### config.mk
export PLATFORM = sky130hd
export DESIGN_NAME = move_scan_seq
export DESIGN_NICKNAME = d
export VERILOG_FILES = /design/src/rtl/move_scan_seq.sv
export SDC_FILE = /design/constraint.sdc
export NUM_CORES = 1
export LEC_CHECK = 0
export ABC_CLOCK_PERIOD_IN_PS = 13400
export CORE_MARGIN = 10
export CORE_UTILIZATION = 48
export CTS_CLUSTER_SIZE = 16
export DETAILED_ROUTE_END_ITERATION = 10
export PLACE_DENSITY = 0.86
export SLEW_MARGIN = 20
export SYNTH_ARGS = -nofsm -noshare
export SYNTH_HDL_FRONTEND = slang
export SYNTH_SLANG_ARGS = --single-unit
### constraint.sdc
create_clock -name clk -period 13.4 [get_ports clk]
set_clock_uncertainty 0.2 [all_clocks]
set_input_delay 4.02 -clock clk [delete_from_list [all_inputs] [get_ports clk]]
set_output_delay 4.02 -clock clk [all_outputs]
set_load 0.02 [all_outputs]
### src/rtl/move_scan_seq.sv
// move_scan_seq - rank-by-rank priority scan that emits the best unmasked square, masks it and continues.
module move_scan_seq #(
  parameter int FILES  = 8,
  parameter int RANKS  = 8,
  parameter int PRIO_W = 3,
  localparam int N      = FILES * RANKS,
  localparam int SQ_W   = $clog2(N),
  localparam int RANK_W = $clog2(RANKS)
) (
  input  logic                  clk,
  input  logic                  rst_n,
  input  logic                  start,
  input  logic                  clear_mask,
  input  logic                  flip,
  input  logic                  abort,
  input  logic [N*PRIO_W-1:0]   prio_in,
  output logic                  out_valid,
  input  logic                  out_ready,
  output logic [SQ_W-1:0]       out_square,
  output logic [PRIO_W-1:0]     out_prio,
  output logic                  done,
  output logic                  busy,
  output logic [SQ_W:0]         emitted
);

  typedef enum logic [1:0] {S_IDLE, S_SCAN, S_PRESENT} state_t;

  state_t              r_state;
  logic [RANK_W-1:0]   r_rank;
  logic [PRIO_W-1:0]   r_best_prio;
  logic [SQ_W-1:0]     r_best_sq;
  logic [N-1:0]        r_mask;
  logic [SQ_W:0]       r_emitted;
  logic                r_flip;
  logic                r_out_valid;
  logic [SQ_W-1:0]     r_out_square;
  logic [PRIO_W-1:0]   r_out_prio;
  logic                r_done;
  logic                r_busy;

  logic [PRIO_W-1:0]   w_best_prio;
  logic [SQ_W-1:0]     w_best_sq;
  logic [SQ_W-1:0]     w_sq;
  logic [PRIO_W-1:0]   w_eff;
  logic                w_last_rank;

  // Fold the current rank into the running best; strict compare keeps the lowest index on ties.
  always_comb begin
    w_best_prio = r_best_prio;
    w_best_sq   = r_best_sq;
    w_sq        = '0;
    w_eff       = '0;
    for (int f = 0; f < FILES; f++) begin
      w_sq  = SQ_W'(int'(r_rank) * FILES + f);
      w_eff = r_mask[w_sq] ? '0 : prio_in[PRIO_W*w_sq +: PRIO_W];
      if (w_eff > w_best_prio) begin
        w_best_prio = w_eff;
        w_best_sq   = w_sq;
      end
    end
  end

  assign w_last_rank = (r_rank == RANK_W'(RANKS - 1));

  always_ff @(posedge clk or negedge rst_n) begin
    if (!rst_n) begin
      r_state      <= S_IDLE;
      r_rank       <= '0;
      r_best_prio  <= '0;
      r_best_sq    <= '0;
      r_mask       <= '0;
      r_emitted    <= '0;
      r_flip       <= 1'b0;
      r_out_valid  <= 1'b0;
      r_out_square <= '0;
      r_out_prio   <= '0;
      r_done       <= 1'b0;
      r_busy       <= 1'b0;
    end else begin
      r_done <= 1'b0;
      if (abort && r_state != S_IDLE) begin
        r_state     <= S_IDLE;
        r_out_valid <= 1'b0;
        r_busy      <= 1'b0;
      end else begin
        case (r_state)
          S_IDLE: begin
            if (start) begin
              r_state     <= S_SCAN;
              r_rank      <= '0;
              r_best_prio <= '0;
              r_best_sq   <= '0;
              r_flip      <= flip;
              r_busy      <= 1'b1;
              if (clear_mask) begin
                r_mask    <= '0;
                r_emitted <= '0;
              end
            end
          end
          S_SCAN: begin
            r_best_prio <= w_best_prio;
            r_best_sq   <= w_best_sq;
            if (!w_last_rank) begin
              r_rank <= r_rank + RANK_W'(1);
            end else if (w_best_prio == '0) begin
              r_state <= S_IDLE;
              r_done  <= 1'b1;
              r_busy  <= 1'b0;
            end else begin
              r_state      <= S_PRESENT;
              r_out_valid  <= 1'b1;
              r_out_prio   <= w_best_prio;
              r_out_square <= w_best_sq ^ {SQ_W{r_flip}};
            end
          end
          S_PRESENT: begin
            if (out_ready) begin
              r_mask[r_best_sq] <= 1'b1;
              r_emitted         <= r_emitted + (SQ_W+1)'(1);
              r_out_valid       <= 1'b0;
              r_state           <= S_SCAN;
              r_rank            <= '0;
              r_best_prio       <= '0;
              r_best_sq         <= '0;
            end
          end
          default: r_state <= S_IDLE;
        endcase
      end
    end
  end

  assign out_valid  = r_out_valid;
  assign out_square = r_out_square;
  assign out_prio   = r_out_prio;
  assign done       = r_done;
  assign busy       = r_busy;
  assign emitted    = r_emitted;

endmodule
==> metrics, run 1 <==
outcome finished, violations left; violated checks setup timing; total grt overflow 0; Async SR Flop Fraction 100%; 1st-iter DRT viols 1017; relative slew slack a little under a third; multi-input logic area about 4900 µm²; Synth area leaders dfrtp_1 34%, mux4_2 8.4%, a21oi_1 5.8%, nor2_1 5.7%, ha_1 4.7%; nets about 1.3k; Yosys cell types 60; clk buf depth 2; Crit Path Max Fanout 8; CTS sink cnt 98; Max Clock Freq 68.2 MHz; global-route wire length before repair between 40000 and 50000 µm; die width 142 µm; DRT Wirelength between 30000 and 40000 µm; Reg2Reg Depth 63; CTS buffer count 9; Startpoint Class primary input; min-delay src r_mask[32]; Row Count 44; final hold slack roughly 0.29 ns; Crit. End Element flip-flop; CTS tree yes; PortBufs 217; Placer Congestion a little over 0.9; clk slew on worst S/H paths 0.08 ns; total nets after synthesis about 1000; area share of the largest cell type after synthesis 34.1%; Util after Layout 75.7%; initial core utilization 49.3%; prevailing post-synth register cell dfrtp_1; io pins 218; Tmin final 14.66 ns; post-route ant nets 0; final setup violation count 22; final worst path period share 109%; Root Buffer clkbuf_16; vias in the first global route 7712; ratio of cells with drive above 1 in the final layout 27.4%; R2R Path Start r_rank[0]; die footprint 20300 µm²; GR Util All Layers between 20% and 30%; placed cells 1175; CP max stage delay between 0.4 and 0.5 ns; RSZ-0062 raised after global routing true; Synth area leader dfrtp_1; FF+latch count, synth between 90 and 100; fill cell count 875; register area share after synthesis 34.1%; Worst Hold Class flip-flop to flip-flop; Antenna Cells 0; max-slew violations 0; Setup WS pre-CTS -1.50 ns; number of vias per cell 6.48; Syn Inst Count 752; H-tree lvl count 3; CORE AREA 14600 µm²; hold_buf cts 0; Mapped Avg Cell Area 9.57 µm²; Crit path required time between 10 and 15 ns; worst hold path depth 2; R2R setup slack ~0.53 ns; number of enable flip-flop cells after synthesis 0; Area Overhead vs Synth 53.4%; Crit path top cell by count buf_4; post-route setup slack -1.26 ns; YS warnings 0; Max-cap violations 0; commonest cells after routing, fill and taps aside 200 x clkdlybuf4s50_1, 105 x buf_4, 102 x nor2_1; DRC Markers 0; measured slew at the worst slew-check pin 1.04 ns; critical path arrival between 10 and 15 ns; Critical R2R Capture out_square[1]; Slowest-stage cell, CP mux4_2; worst skew pair latency approximately 0.36 ns; largest net degree at the start of global routing 65; Hold Path Sink r_mask[32]; Finished Layout Cells roughly 1.2k; DR vias about 8k; Final Hold Vio Count 0; sequential cell area 2460 µm²; initial antenna violation count 0; post-synthesis cell area 7200 µm²; commonest non-fill, non-tap cell in the layout clkdlybuf4s50_1; number of detailed-route iterations in the first pass 6; Avg WL per Cell 25.6 µm; critical path type primary input to flip-flop; die height 142 µm; HPWL Detailed 20000 µm
-- worst max-delay path by stage --
stage,startpoint,slack (ns),end
4_1_cts,prio_in[73],-0.64,busy
2_1_floorplan,prio_in[73],-0.85,out_square[0]
5_1_grt,prio_in[169],-1.56,out_square[1]
6_report,prio_in[169],-1.26,out_square[1]
3_3_place_gp,prio_in[73],-1.15,out_square[3]
3_5_place_dp,prio_in[73],-1.50,out_square[0]
-- area by class of cell --
class                           count  share of cell area [%]
Multi-Input combinational cell    584                    44.8
Inverter                           28                   0.998
Sequential cell                    98                    22.3
Clock buffer                       10                    2.17
Timing Repair Buffer              327                    27.1
Clock inverter                      6                   0.533
Tap cell                          184                    2.09
-- per-stage QoR --
| stage | TNS, ns | area (µm²) |
|---|---|---|
| 2_1_floorplan | -11.53 | 7340 |
| 3_3_place_gp | -20.78 | 10000 |
| 3_5_place_dp | -28.36 | 10000 |
| 4_1_cts | -8.78 | 10600 |
| 5_1_grt | -29.91 | 11000 |
| 6_report | -23.45 | 11000 |
-- repair_timing --
action	CTS	global route
setup endpoints to repair	22	22
gates resized for setup	71	58
buffers inserted	28	21
pin swaps	39	45
-- metal layers --
| metal | routed length [µm] | up-vias | track usage, % |
|---|---|---|---|
| li1 | - | 3383 | - |
| met5 | 0 | - | 0 |
| met3 | 2810 | 174 | 4.67 |
| met4 | 1810 | 0 | 9.11 |
| met2 | 16000 | 602 | 46.4 |
| met1 | 11000 | 3851 | 31.5 |
-- registers in the layout (all words and copies together), names as in the netlist, 2 cells and up --
register and cells:
r_rank 3, r_state 2, r_best_prio 3, out_square 6
r_best_sq 6, out_prio 3, r_mask 64, emitted 7
-- worst max-delay path: cells and delay by family --
family                     cells  cell delay [ns]
AOI/OAI and AO/OA             24             4.42
buffers and inverters         10             1.20
adders and majority gates      8             2.21
muxes                          3             1.07
and+or+nand+nor               17             1.77
-- kinds of logic after synthesis --
family,after synthesis,share of synthesized area [%]
AND/OR/NAND/NOR,246,16.2
AO/OA/AOI/OAI,203,18.0
multiplexers,102,21.7
flip-flops,98,34.1
buffers and inverters,70,4.59
adder cells (fa/ha/maj),27,4.69
XOR/XNOR,6,0.730
-- cells in the mapped netlist (7+ instances only) --
library cell / n
nor3_1: 9
inv_1: 28
ha_1: 27
nand2_1: 43
mux2i_1: 33
mux4_1: 8
mux4_2: 27
nor3b_1: 9
buf_4: 10
dfrtp_1: 98
nor2_1: 109
o211ai_1: 7
mux2_2: 26
nor2b_1: 20
nand2b_1: 7
o21ai_0: 38
nand3_1: 19
clkbuf_1: 19
mux2_4: 8
a21oi_1: 83
a32oi_1: 7
a32o_1: 7
Power of run 1 is not shown: default switching activity piles up to over one toggle a cycle in this logic, so the estimate is an artifact.
==> inputs of run 2 (changes only) <==
- CORE_UTILIZATION: 48 -> 45
- HOLD_SLACK_MARGIN: unset -> 0.05
- PLACE_DENSITY: 0.86 -> 0.81
==> metrics, run 2 (same netlist as run 1, synthesis figures left out) <==
CTS buffer count 9 (unchanged); Crit path top cell by count nor2b_4 (was buf_4); total grt overflow 0 (unchanged); Slowest-stage cell, CP mux4_2 (unchanged); number of vias per cell 5.86 (was 6.48); CTS sink cnt 98 (unchanged); post-route setup slack -1.00 ns (was -1.26 ns); 1st-iter DRT viols 698 (was 1017); Startpoint Class primary input (unchanged); critical path arrival 14.44 ns (was 14.70 ns); global-route wire length before repair 41900 µm (was 42600 µm); post-route ant nets 0 (unchanged); CP Launch Point prio_in[73] (was prio_in[169]); Crit. End Element flip-flop (unchanged); Placer Congestion 0.929 (was 0.931); worst skew pair latency 0.35 ns (was 0.36 ns); vias in the first global route 7518 (was 7712); CORE AREA 15800 µm² (was 14600 µm²); H-tree lvl count 3 (unchanged); measured slew at the worst slew-check pin 0.971 ns (was 1.04 ns); Avg WL per Cell 22.0 µm (was 25.6 µm); final setup violation count 22 (unchanged); clk buf depth 2 (unchanged); initial core utilization 45.6% (was 49.3%); violated checks setup timing (unchanged); Max-cap violations 0 (unchanged); largest net degree at the start of global routing 71 (was 65); io pins 218 (unchanged); GR Util All Layers 24.5% (was 26.4%); Crit Path Max Fanout 8 (unchanged); nets 1280 (was 1274); final worst path period share 107% (was 109%); DRT Wirelength 28100 µm (was 31600 µm); Top reg by flops r_mask (unchanged); Final Hold Vio Count 0 (unchanged); Max Clock Freq 69.4 MHz (was 68.2 MHz); critical path type primary input to flip-flop (unchanged); PortBufs 217 (unchanged); die width 146 µm (was 142 µm); DRC Markers 0 (unchanged); CTS tree yes (unchanged); ratio of cells with drive above 1 in the final layout 26.2% (was 27.4%); Tmin final 14.40 ns (was 14.66 ns); HPWL Detailed 20400 µm (was 20000 µm); CP max stage delay 0.46 ns (was 0.47 ns); min-delay src r_mask[42] (was r_mask[32]); R2R Path Start r_rank[1] (was r_rank[0]); Crit path required time 13.44 ns (was 13.45 ns); Area Overhead vs Synth 53.4% (unchanged); die height 146 µm (was 142 µm); DR vias 7471 (was 8010); Root Buffer clkbuf_16 (unchanged); final hold slack 0.289 ns (was 0.287 ns); number of detailed-route iterations in the first pass 6 (unchanged); commonest non-fill, non-tap cell in the layout clkdlybuf4s50_1 (unchanged); max-slew violations 0 (unchanged); Worst Hold Class flip-flop to flip-flop (unchanged); clk slew on worst S/H paths 0.07 ns (was 0.08 ns); initial antenna violation count 1 (was 0); outcome finished, violations left (unchanged); RSZ-0062 raised after global routing true (unchanged); max reg flops 64 (unchanged); Row Count 46 (was 44); commonest cells after routing, fill and taps aside 200 x clkdlybuf4s50_1, 110 x buf_4, 102 x nor2_1 (was 200 x clkdlybuf4s50_1, 105 x buf_4, 102 x nor2_1); relative slew slack 35.1% (was 30.8%); die footprint 21500 µm² (was 20300 µm²)
-- run 2: worst paths after layout --
kind                                       to  slack (ns)  cells past startpoint
worst max register to register  out_square[1]        1.18                     62
worst min register to register     r_mask[42]        0.29                      2
max in group asynchronous           r_rank[1]        8.35                      2
min in group asynchronous        r_best_sq[1]        3.39                      1
worst max-delay path            out_square[1]       -1.00                     59
worst min-delay path               r_mask[42]        0.29                      2
-- run 2: critical path: cells and delay by family --
kind            cells  cell delay (ns)
simple gates       13             1.38
mux                 5             1.74
compound gates     27             4.53
buf+inv             6             0.70
fa+ha+maj           8             2.07
-- run 2: routing by layer --
layer  global-route usage (%)  part of all wire (%)  vias up
met4                     7.91                   2.5        0
met1                     29.5                    38     3663
li1                         -                     -     3403
met2                     43.1                    52      345
met3                     4.39                   6.7       60
met5                        0                     0        -
-- run 2: area by class of cell --
class	count	area, µm²
multi-input cells	584	4880
diodes	1	2.50
fillers	1158	4730
repair buffers	333	3050
flip-flops and latches	98	2460
clock buffers	10	229
well taps	216	270
inverters	28	110
clock inverters	5	38.8
-- run 2: through the flow --
step           cell area (µm²)  instances  utilization [%]  worst slack, ns  setup TNS, ns
5_1_grt                  11000       1275             70.0            -1.41         -26.54
3_5_place_dp             10100       1213             64.1            -1.56         -30.05
3_3_place_gp             10100       1213             64.1            -1.11         -20.47
2_1_floorplan             7340        752                -           -0.852         -11.53
6_report                 11000       1275             70.0            -1.00         -17.54
4_1_cts                  10800       1265             68.4           -0.540          -8.47
-- run 2: what timing repair did --
action,in CTS,in global routing
hold endpoints to repair,0,0
pin swaps,32,35
setup buffers,37,13
setup endpoints to repair,22,22
hold buffers,0,0
gates resized for setup,69,40
Power of run 2 is left out for the same reason.
